<file path="src/rtl/pci_target_burst_ctrl.sv">
`default_nettype none
// =============================================================================
// Module   : pci_target_burst_ctrl
// Brief    : PCI memory target with BAR decode, programmable wait states and
//            linear bursts that disconnect on a beat limit or at the window end.
// Revision : 1.0  initial release
// =============================================================================

module pci_target_burst_ctrl #(
    parameter int                ADDR_W      = 32,
    parameter int                SIZE_LOG2   = 8,
    parameter logic [ADDR_W-1:0] BASE_ADDR   = 32'h0000_1000,
    parameter int                WAIT_STATES = 0,
    parameter int                MAX_BURST   = 8
) (
    input  logic              clk,
    input  logic              rst_n,
    input  logic              frame_n,
    input  logic              irdy_n,
    input  logic [ADDR_W-1:0] ad_in,
    input  logic [3:0]        cbe_n,
    output logic              devsel_n,
    output logic              trdy_n,
    output logic              stop_n,
    output logic              re,
    output logic              we,
    output logic [ADDR_W-1:0] addr,
    output logic [3:0]        be
);

    localparam logic [3:0] c_cmd_mem_rd = 4'b0110;
    localparam logic [3:0] c_cmd_mem_wr = 4'b0111;

    localparam int c_beat_w = (MAX_BURST > 1) ? $clog2(MAX_BURST) : 1;
    localparam logic [c_beat_w-1:0] c_beat_last = c_beat_w'(MAX_BURST - 1);

    // Reads need at least one wait state for the AD bus turnaround.
    localparam logic [3:0] c_wait_wr = 4'(WAIT_STATES);
    localparam logic [3:0] c_wait_rd = (WAIT_STATES == 0) ? 4'd1 : 4'(WAIT_STATES);

    typedef enum logic [2:0] {
        S_IDLE = 3'd0,
        S_BUSY = 3'd1,
        S_WAIT = 3'd2,
        S_DATA = 3'd3,
        S_STOP = 3'd4,
        S_TURN = 3'd5
    } state_t;

    state_t              r_state;
    state_t              w_state_nxt;
    logic [ADDR_W-1:0]   r_addr;
    logic [ADDR_W-1:0]   w_addr_nxt;
    logic [c_beat_w-1:0] r_beat;
    logic [c_beat_w-1:0] w_beat_nxt;
    logic [3:0]          r_wait;
    logic [3:0]          w_wait_nxt;
    logic                r_dir;
    logic                w_dir_nxt;

    logic                w_cmd_wr;
    logic                w_cmd_rd;
    logic                w_hit;
    logic [3:0]          w_wait_load;
    logic                w_win_end;
    logic                w_last;
    logic                w_bus_idle;
    logic                w_xfer;
    logic                w_unused_ad;

    assign w_cmd_wr    = (cbe_n == c_cmd_mem_wr);
    assign w_cmd_rd    = (cbe_n == c_cmd_mem_rd);
    assign w_hit       = (w_cmd_wr | w_cmd_rd) &&
                         (ad_in[ADDR_W-1:SIZE_LOG2] == BASE_ADDR[ADDR_W-1:SIZE_LOG2]);
    assign w_wait_load = w_cmd_wr ? c_wait_wr : c_wait_rd;
    assign w_win_end   = &r_addr[SIZE_LOG2-1:2];
    assign w_last      = (r_beat == c_beat_last) || w_win_end;
    assign w_bus_idle  = frame_n & irdy_n;
    assign w_xfer      = (r_state == S_DATA) & ~irdy_n;
    assign w_unused_ad = ^ad_in[1:0];

    assign addr = r_addr;

    always_ff @(posedge clk) begin
        if (!rst_n) begin
            r_state <= S_IDLE;
            r_addr  <= '0;
            r_beat  <= '0;
            r_wait  <= '0;
            r_dir   <= 1'b0;
        end else begin
            r_state <= w_state_nxt;
            r_addr  <= w_addr_nxt;
            r_beat  <= w_beat_nxt;
            r_wait  <= w_wait_nxt;
            r_dir   <= w_dir_nxt;
        end
    end

    always_comb begin
        w_state_nxt = r_state;
        w_addr_nxt  = r_addr;
        w_beat_nxt  = r_beat;
        w_wait_nxt  = r_wait;
        w_dir_nxt   = r_dir;
        devsel_n    = 1'b1;
        trdy_n      = 1'b1;
        stop_n      = 1'b1;
        re          = 1'b0;
        we          = 1'b0;
        be          = 4'h0;

        case (r_state)
            S_IDLE, S_TURN: begin
                w_state_nxt = S_IDLE;
                if (!frame_n) begin
                    if (w_hit) begin
                        w_addr_nxt = {ad_in[ADDR_W-1:2], 2'b00};
                        w_dir_nxt  = w_cmd_wr;
                        w_beat_nxt = '0;
                        // The WAIT state is entered once per wait cycle; zero waits skips it.
                        if (w_wait_load == 4'd0) begin
                            w_state_nxt = S_DATA;
                        end else begin
                            w_state_nxt = S_WAIT;
                            w_wait_nxt  = w_wait_load - 4'd1;
                        end
                    end else begin
                        w_state_nxt = S_BUSY;
                    end
                end
            end

            S_BUSY: begin
                if (w_bus_idle) begin
                    w_state_nxt = S_IDLE;
                end
            end

            S_WAIT: begin
                devsel_n = 1'b0;
                if (w_bus_idle) begin
                    w_state_nxt = S_IDLE;
                end else if (r_wait == 4'd0) begin
                    w_state_nxt = S_DATA;
                end else begin
                    w_wait_nxt = r_wait - 4'd1;
                end
            end

            S_DATA: begin
                devsel_n = 1'b0;
                trdy_n   = 1'b0;
                stop_n   = ~w_last;
                be       = ~cbe_n;
                re       = w_xfer & ~r_dir;
                we       = w_xfer & r_dir;
                if (w_bus_idle) begin
                    w_state_nxt = S_IDLE;
                end else if (w_xfer) begin
                    // Holding the address at the window end keeps it inside the BAR.
                    if (!w_win_end) begin
                        w_addr_nxt = r_addr + ADDR_W'(4);
                    end
                    if (!w_last) begin
                        w_beat_nxt = r_beat + c_beat_w'(1);
                    end
                    if (frame_n) begin
                        w_state_nxt = S_TURN;
                    end else if (w_last) begin
                        w_state_nxt = S_STOP;
                    end
                end
            end

            S_STOP: begin
                devsel_n = 1'b0;
                stop_n   = 1'b0;
                if (w_bus_idle) begin
                    w_state_nxt = S_IDLE;
                end else if (frame_n) begin
                    w_state_nxt = S_TURN;
                end
            end

            default: begin
                w_state_nxt = S_IDLE;
            end
        endcase
    end

endmodule

`default_nettype wire

</file>
<file path="config.mk">
export PLATFORM = sky130hd
export DESIGN_NAME = pci_target_burst_ctrl
export DESIGN_NICKNAME = d
export VERILOG_FILES = /design/src/rtl/pci_target_burst_ctrl.sv
export SDC_FILE = /design/constraint.sdc
export NUM_CORES = 1
export LEC_CHECK = 0
export BUFFER_PORTS_ARGS = -buffer_cell sky130_fd_sc_hd__buf_4
export CAP_MARGIN = 20
export CORE_UTILIZATION = 54
export CTS_BUF_LIST = sky130_fd_sc_hd__clkbuf_16
export DETAILED_ROUTE_END_ITERATION = 16
export GPL_ROUTABILITY_DRIVEN = 0
export PLACE_DENSITY_LB_ADDON = 0.25
export REMOVE_ABC_BUFFERS = 1
export SETUP_SLACK_MARGIN = 0.5
export SLEW_MARGIN = 20
export SYNTH_ARGS = -nofsm -noshare
export SYNTH_HDL_FRONTEND = slang
export SYNTH_SLANG_ARGS = --single-unit
</file>
<file path="constraint.sdc">
create_clock -name clk -period 5.3 [get_ports clk]
set_input_delay 0.265 -clock clk [delete_from_list [all_inputs] [get_ports clk]]
set_output_delay 0.265 -clock clk [all_outputs]
set_load 0.01 [all_outputs]
</file>
### Word level (Yosys, flattened, before mapping)

Cells that the tools add are included.

| word-level totals | value |
|---|---|
| RAM bits | 0 |
| register bits | 43 |
| output and inout port bits | 41 |
| memories | 0 |
| word-level logic and storage cells | 95 |
| bits in read-only memories | 0 |
| latch bits | 0 |

| operators by class | value |
|---|---|
| multiply operators | 0 |
| mux-type cells | 38 |
| shifts and indexed selects | 0 |
| bitwise gates (word level) | 10 |
| reduce and logical (&&, ||, !) cells | 15 |
| div/mod/pow operators | 0 |
| $add $sub $neg | 4 |
| equality and inequality tests | 23 |
| magnitude comparators | 0 |

Operators by type and width:

| cell | count |
|---|---|
| 32-bit 2-to-1 mux | 5 |
| 32-bit case mux with 2 select lines | 1 |
| 3-bit 2-to-1 mux | 16 |
| 32-bit by 3-bit adder with 32-bit output (second input constant) | 1 |
| 24-bit by 5-bit == test with 1-bit output (second input constant) | 1 |
| 4-bit 2-to-1 mux | 6 |
| 6-bit AND reduction | 4 |
| 2-bit inequality test (second input constant) | 10 |
| 3-bit case mux with 5 select lines | 1 |
| 3-bit == test (second input constant) | 3 |
| 3-bit inequality test (second input constant) | 3 |
| 4-bit by 3-bit == test with 1-bit output (second input constant) | 2 |
| 4-bit zero test | 2 |
| 4-bit case mux with 2 select lines | 1 |
| 3-bit by 2-bit == test with 1-bit output (second input constant) | 2 |
| 1-bit 2-to-1 mux | 6 |
| 3-bit case mux with 2 select lines | 1 |
| 5-bit AND reduction | 1 |
| 1-bit bitwise AND | 4 |
| 4-bit inequality test (second input constant) | 1 |
| 1-bit NOT | 4 |
| 4-bit NOT | 1 |
| 2-bit nonzero test | 2 |
| 4-bit by 1-bit subtractor with 4-bit output (second input constant) | 1 |
| other kinds (11) | 11 |

### Logic depth before layout (Yosys ltp)

Gate-level depths: netlist of run 1.

| logic depth | value |
|---|---|
| depth in word-level cells | 7 |
| depth in mapped cells | 11 |

### Worst setup path after synthesis of run 1

OpenSTA, ideal clock, no wires.

| timing | value |
|---|---|
| path kind | register to register |
| start | register r_addr[5], in the netlist addr[5] |
| end | register r_addr[21], in the netlist addr[21] |
| cell stages (with the launch flop) | 7 |
| buffers on the path | 0 |
| period minus slack after synthesis | 1,777 ps |
| data required time | 5,184 ps |
| arrival time | 1,660 ps |
| library setup time | 116 ps |
| setup slack | 3,523 ps |
| path through | dfxtp_1 -> nand4_2 -> nor4_4 -> nand2_1 -> o21ai_0 -> a21oi_1 -> a31o_2 |

| between the ends | value |
|---|---|
| longest elaborated chain between the ends | 5 |
| elaborated cells on any way between the ends | 8 |
| classes of those cells | add/sub (1); eq/ne (1); mux (4); reduce/logical (2) |

RTL lines:

| element | RTL line | source |
|---|---|---|
| from (decl) | 52 | `logic [ADDR_W-1:0] r_addr;` |
| from (signal assigned) | 93 | `r_addr <= w_addr_nxt;` |
| 32-bit by 3-bit adder with 32-bit output | 163 | `w_addr_nxt = r_addr + ADDR_W'(4);` |
| 32-bit 2-to-1 mux | 162 | `if (!w_win_end) begin` |
| 32-bit 2-to-1 mux | 160 | `end else if (w_xfer) begin` |
| 32-bit 2-to-1 mux | 158 | `if (w_bus_idle) begin` |
| 32-bit case mux with 2 select lines | 113 | `case (r_state)` |

Parallel ways exist; a longest one is shown, timed or not. The select of a mux whose other input is x is not followed.
A chain may end at the register's enable or synchronous reset.

### Worst setup path in the final report of run 1

| timing | value |
|---|---|
| start | register r_state[0] |
| end | register r_addr[21], in the netlist addr[21] |

| between the ends | value |
|---|---|
| longest elaborated chain between the ends | 4 |
| elaborated cells on any way between the ends | 13 |
| classes of those cells | eq/ne (7); mux (1); bitwise (1); reduce/logical (4) |

RTL lines:

| element | RTL line | source |
|---|---|---|
| from (decl) | 50 | `state_t r_state;` |
| from (signal assigned) | 92 | `r_state <= w_state_nxt;` |
| 3-bit by 2-bit == test with 1-bit output, or another cell as far along | 79, 113 |  |
| 1-bit bitwise AND or 2-bit OR reduction (tied branches) | 79, 113 |  |
| 2-bit inequality test (no source line) or 2-bit nonzero test (tied branches) | - |  |
| 6-bit AND reduction (no source line) | - |  |

Parallel ways exist; a longest one is shown, timed or not.

==> results of run 1 <==
[cell type report]
class | instances | area (sq um)
repair buffers | 77 | 578
clock buffers | 5 | 125
fillers | 373 | 1270
well taps | 52 | 65.1
multi-input cells | 247 | 1480
inverters | 6 | 35.0
clock inverters | 2 | 7.51
flip-flops and latches | 41 | 821
[state kept, by name (all words and copies together) (netlist names)]
name,flops
r_wait,4
r_dir,1
r_beat,3
r_state,3
addr,30
[per-stage QoR]
step	utilization, %	instance area, sq um	std cells	worst slack (ns)
final	71.0	3110	430	2.82
after global routing	71.0	3110	430	2.67
after CTS	71.0	3110	430	2.85
after detailed placement	68.0	2980	423	2.88
after global placement	68.0	2980	423	2.91
after floorplan	-	2340	294	2.79
[placed cells by master, fill, tap and decap left out, drive strengths merged, types with 6 or more instances in the layout]
cell type | netlist | layout
a21oi | 18 | 18
and2 | 14 | 14
buf | 12 | 77
dfxtp | 41 | 41
inv | 5 | 6
nand2 | 41 | 41
nand3 | 18 | 18
nand4 | 6 | 6
nor2 | 35 | 35
nor3 | 8 | 8
nor4 | 9 | 9
o21a | 6 | 6
o21ai | 23 | 23
[report_power, final]
part           internal [W]  total [W]  switching [W]  leakage, nW
registers          0.000309   0.000313     0.00000410        0.330
clock network      0.000168   0.000284       0.000115       0.0685
logic             0.0000301  0.0000572      0.0000271        0.950
total              0.000508   0.000654       0.000147         1.35
[cell families after synthesis]
family / share of synthesized area, %
simple gates: 33.4
compound gates: 22.4
flops: 33.3
buf+inv: 6.75
fa+ha+maj: 2.03
mux: 1.62
other cells: 0.152
xor+xnor: 0.355
[layer usage]
layer / share of wire [%] / routed length, um
met3: 6.5 / 417
met1: 43 / 2790
met4: 2.2 / 144
met5: 0 / 0
met2: 48 / 3070
[final timing paths]
check	cells after the start	to	start
max	7	addr[21]$_SDFFE_PN0P_	r_state[0]$_SDFFE_PN0P_
min	3	addr[7]$_SDFFE_PN0P_	ad_in[7]
max reg2reg	7	addr[21]$_SDFFE_PN0P_	r_state[0]$_SDFFE_PN0P_
min reg2reg	2	r_beat[1]$_SDFFE_PN0P_	r_beat[1]$_SDFFE_PN0P_
[critical path, cell delays in order (launching register included)]
cell and delay (ns):
dfxtp_1 0.64, and2_1 0.21, buf_4 0.34, clkinv_8 0.24
nor2_1 0.30, o21a_4 0.31, a21oi_1 0.10, a31o_2 0.22
==> results.py, run 1 <==
metrics = {
    "status": {
        "outcome": "completed",
    },
    "finish": {
        "area_delta_synth_final_pct": 26.3,
        "drive_gt1_share_pct": 25.4,
        "finalNetCount": 422,
        "antennaDiodeCount": 0,
    },
    "grt": {
        "gr-usage-met3_pct": 6.83,
        "overflow": 0,
        "met2_usage_pct": 42.2,
        "busiest_layer": "met2",
        "grtUsageMet1_pct": 36.3,
        "grt_pass1_vias": 2311,
        "antenna_found_initial": 0,
        "grt_usage_pct": 27.4,
        "grt_max_degree": 45,
        "grt_pass1_wl_mm": 10.7,
    },
    "power": {
        "totalPowerFinal_w": 0.000654,
        "p_leak_nw": 1.35,
        "vdd_ir_drop_max_mv": 0.195,
        "power_per_cell_area_mw_per_mm2": 210,
    },
    "floorplan": {
        "core_sq_mm": 0.00438,
        "die_y_um": 69.6,
        "dieWidth_um": 69.6,
        "start_util_pct": 56.2,
        "rows": 24,
        "die_area_sq_mm": 0.00484,
        "num_io_pins": 81,
    },
    "timing": {
        "post-route-period-util_pct": 46.8,
        "finalCriticalPeriod_ns": 2.48,
        "holdWs_ns": 0.316,
        "fmax_mhz": 403,
        "timing.final.max_slew_violations": 0,
        "setup_tns_ns": 0,
        "slew_headroom_pct": 51.2,
        "hold_viol_final": 0,
        "rsz0062_at_grt": "no",
        "setup_viol": 0,
        "finClkSkew_ns": 0.00495,
        "worst_slew_pin_slew_ns": 0.731,
    },
    "clocking": {
        "clock-sinks": 41,
        "cts_tree": "done",
        "cts_resized": 0,
        "cts_root_buf": "clkbuf_16",
        "htreeDepth": 2,
        "clock_path_buffers": 2,
        "post_cts_buffers": 0,
        "clk_pin_slew_ns": 0.06,
        "clock_latency_ns": 0.28,
        "hold_buffers": 0,
        "numCtsBuffers": 5,
    },
    "yosys": {
        "netlist.area_leader.share_pct": 33.3,
        "synthFlopType": "dfxtp_1",
        "synthArstFlopShare_pct": 0,
        "ys_top_cells_by_area": "dfxtp_1, nand2_1, nor2_1, o21ai_0, a21oi_1",
        "synth_edf_count": 0,
        "syn_area_per_cell_sq_um": 7.80,
        "synth_area_sq_mm": 0.00246,
        "synth_commonest_cells": "dfxtp_1, nand2_1, nor2_1",
        "yosysUniqueCellTypes": 58,
        "syn_inst": 316,
        "ys_seq_area_share_pct": 33.3,
        "synth_top_area_cell": "dfxtp_1",
        "ys_seq_elements": 41,
        "yosysWarningCount": 0,
    },
    "setup_path": {
        "r2r_slack_ns": 2.82,
        "critPathArrivalTime_ns": 2.66,
        "end_kind": "register",
        "start_kind": "register",
        "worstPathRequired_ns": 5.48,
        "crit_type": "register to register",
        "cp_max_fo": 41,
    },
    "routing": {
        "vias_per_cell": 5.99,
        "avgRoutedWirePerCell_um": 14.9,
        "first_pass_iters": 5,
        "via_count": 2576,
        "drtIter0Drc": 249,
        "wirelength_mm": 6.43,
        "route.detailed.drc": 0,
        "drtAntennaViolNets": 0,
    },
    "place": {
        "port_buffers": 76,
        "dpl.hpwl_mm": 4.49,
    },
    "min_path": {
        "hold_class": "primary input to register",
    },
    "job": {
        "cap_violations": 0,
    },
}
Power figures use the tool's default switching activity.
==> inputs of run 2 (changes only) <==
CORE_UTILIZATION = 51   (was 54)
clock period = 2.4 ns   (was 5.3 ns; I/O delays follow)
==> run 2 against run 1 <==
Net effect:
- final area grew 5.9%
- clock skew up 0.0015 ns
- final cell count rose by 2.8%
- power rose by 120%
- fmax up 33%
- global-route usage down 0.53 points
- via count rose by 2.3%
- routed wire length is 8.5% higher
- setup slack got worse by 2.3 ns
- first-iteration DRC count shrank 7.6%
- critical path depth is 1 higher
- highest routed layer unchanged
==> results.py, run 2 (synthesis gave the netlist of run 1 again) <==
metrics = {
    "min_path": {
        "hold_class": "primary input to register",
        "holdPathStages": 3,
        "min_delay_worst_endpoint": "addr[7]$_SDFFE_PN0P_",
        "worstHoldStart": "ad_in[7]",
    },
    "floorplan": {
        "rows": 24,
        "die_area_sq_mm": 0.00512,
        "num_io_pins": 81,
        "start_util_pct": 54.7,
        "core_sq_mm": 0.00450,
        "dieWidth_um": 71.5,
        "die_y_um": 71.5,
    },
    "finish": {
        "antennaDiodeCount": 0,
        "area_delta_synth_final_pct": 33.8,
        "final_cell_mix": "buf_4, nand2_1, dfxtp_1",
        "stdcell_count": 442,
        "final_common_cell": "buf_4",
        "finalNetCount": 433,
        "largest_reg_flops": 30,
        "drive_gt1_share_pct": 33.6,
    },
    "setup_path": {
        "cp_slowest_cell": "dfxtp_1",
        "cp-startpoint": "r_state[1]$_SDFFE_PN0P_",
        "critPathArrivalTime_ns": 2.03,
        "start_kind": "register",
        "path_delay_family": "simple AND/OR/NAND/NOR gates",
        "cp_slowest_stage_delay_ns": 0.39,
        "cp_cell_sequence": "nor2b_2 -> and2_2 -> buf_4 -> buf_8 -> nand4_1 -> o22a_1 -> o21ai_0 -> nor2_1",
        "crit_buf_inv": 2,
        "end_kind": "register",
        "reg2regPathDepth": 8,
        "cp_max_fo": 20,
        "rr_endpoint": "addr[25]$_SDFFE_PN0P_",
        "r2r_slack_ns": 0.54,
        "worstPathRequired_ns": 2.57,
        "crit_type": "register to register",
        "reg2reg_from": "r_state[1]$_SDFFE_PN0P_",
    },
    "power": {
        "p_clk_share_pct": 43.4,
        "power.switching_w": 0.000334,
        "p_leak_nw": 1.41,
        "p_comb_share_pct": 9.8,
        "switching_share_pct": 22.8,
        "seqPwrFrac_pct": 46.8,
        "vdd_ir_drop_max_mv": 0.499,
        "p_int_w": 0.00113,
        "power_per_cell_area_mw_per_mm2": 445,
    },
    "grt": {
        "grtUsageMet1_pct": 33.9,
        "busiest_layer": "met2",
        "grt_usage_pct": 26.9,
        "met2_usage_pct": 43.7,
        "overflow": 0,
        "gr-usage-met3_pct": 7.74,
        "grt_pass1_vias": 2307,
        "antenna_found_initial": 0,
        "grt_max_degree": 45,
        "grt_pass1_wl_mm": 10.9,
    },
    "routing": {
        "avgRoutedWirePerCell_um": 15.8,
        "drtAntennaViolNets": 0,
        "first_pass_iters": 5,
        "route.detailed.drc": 0,
        "vias_per_cell": 5.96,
        "wirelength_mm": 6.97,
        "via_count": 2636,
        "drtIter0Drc": 230,
    },
    "timing": {
        "timing.final.max_slew_violations": 0,
        "setup_slack_ns": 0.538,
        "fmax_mhz": 537,
        "post-route-period-util_pct": 77.6,
        "holdWs_ns": 0.176,
        "setup_viol": 0,
        "rsz0062_at_grt": "yes",
        "hold_viol_final": 0,
        "finClkSkew_ns": 0.00644,
        "finalCriticalPeriod_ns": 1.86,
    },
    "clocking": {
        "clock_latency_ns": 0.28,
        "clk_pin_slew_ns": 0.06,
        "cts_tree": "done",
        "hold_buffers": 0,
        "numCtsBuffers": 5,
        "clock-sinks": 41,
        "clock_path_buffers": 2,
        "htreeDepth": 2,
        "cts_root_buf": "clkbuf_16",
    },
    "status": {
        "outcome": "completed",
    },
    "job": {
        "cap_violations": 0,
    },
    "place": {
        "dp_cells": 429,
        "dpl.hpwl_mm": 4.51,
        "place_ws_ns": 0.427,
        "port_buffers": 76,
    },
}
-- run 2: changes by cell type in the layout (fill, tap and decap cells not counted), sizes merged --
cell    previous run  this run
buf               77        85
clkinv             2         4
inv                6         5
o21a               6         7
o21ai             23        25
-- run 2: metal layers --
layer	wire length, um	up-vias	share of wire (%)
met5	0	-	0
met1	3010	1215	43
met2	3270	125	47
li1	-	1281	-
met3	531	15	7.6
met4	162	0	2.3
-- run 2: worst max path at each step --
stage,to,depth (start not counted)
6_report,addr[25]$_SDFFE_PN0P_,8
4_1_cts,addr[4]$_SDFFE_PN0P_,6
2_1_floorplan,addr[21]$_SDFFE_PN0P_,6
3_3_place_gp,addr[11]$_SDFFE_PN0P_,6
5_1_grt,r_beat[2]$_SDFFE_PN0P_,8
3_5_place_dp,addr[11]$_SDFFE_PN0P_,6
-- run 2: power groups by stage --
stage / registers, W / logic, W / clock network, W
5_1_grt: 0.000687 / 0.000156 / 0.000681
4_1_cts: 0.000686 / 0.000136 / 0.000641
3_3_place_gp: 0.000701 / 0.000133 / 0
6_report: 0.000687 / 0.000143 / 0.000636
3_5_place_dp: 0.000701 / 0.000135 / 0
2_1_floorplan: 0.000705 / 0.0000509 / 0
-- run 2: repair_timing --
action	4_1_cts	5_1_grt
pin swaps	1	3
hold endpoints to repair	0	0
setup endpoints to repair	15	27
resized for setup	4	25
cloned	1	2
setup buffers	0	2
-- run 2: cell type report --
type	instances	area, sq um
multi-input combinational	250	1580
clock inverter	3	12.5
fill	339	1210
tap	52	65.1
timing repair buffer	85	649
sequential	41	831
inverter	6	35.0
clock buffer	5	125
-- run 2: metrics by stage --
step	setup TNS [ns]	total power [W]	instance area [sq um]	utilization, %
2_1_floorplan	-0.433	0.000756	2340	-
3_5_place_dp	0	0.000836	3030	67.2
5_1_grt	0	0.00152	3300	73.2
6_report	0	0.00147	3300	73.2
4_1_cts	0	0.00146	3180	70.6
3_3_place_gp	0	0.000834	3030	67.2
-- run 2: tightest hold or removal path: cells and delay by family --
kind | cells | cell delay, ns
buffers and inverters | 1 | 0.08
and+or+nand+nor | 1 | 0.15
AOI/OAI and AO/OA | 1 | 0.05
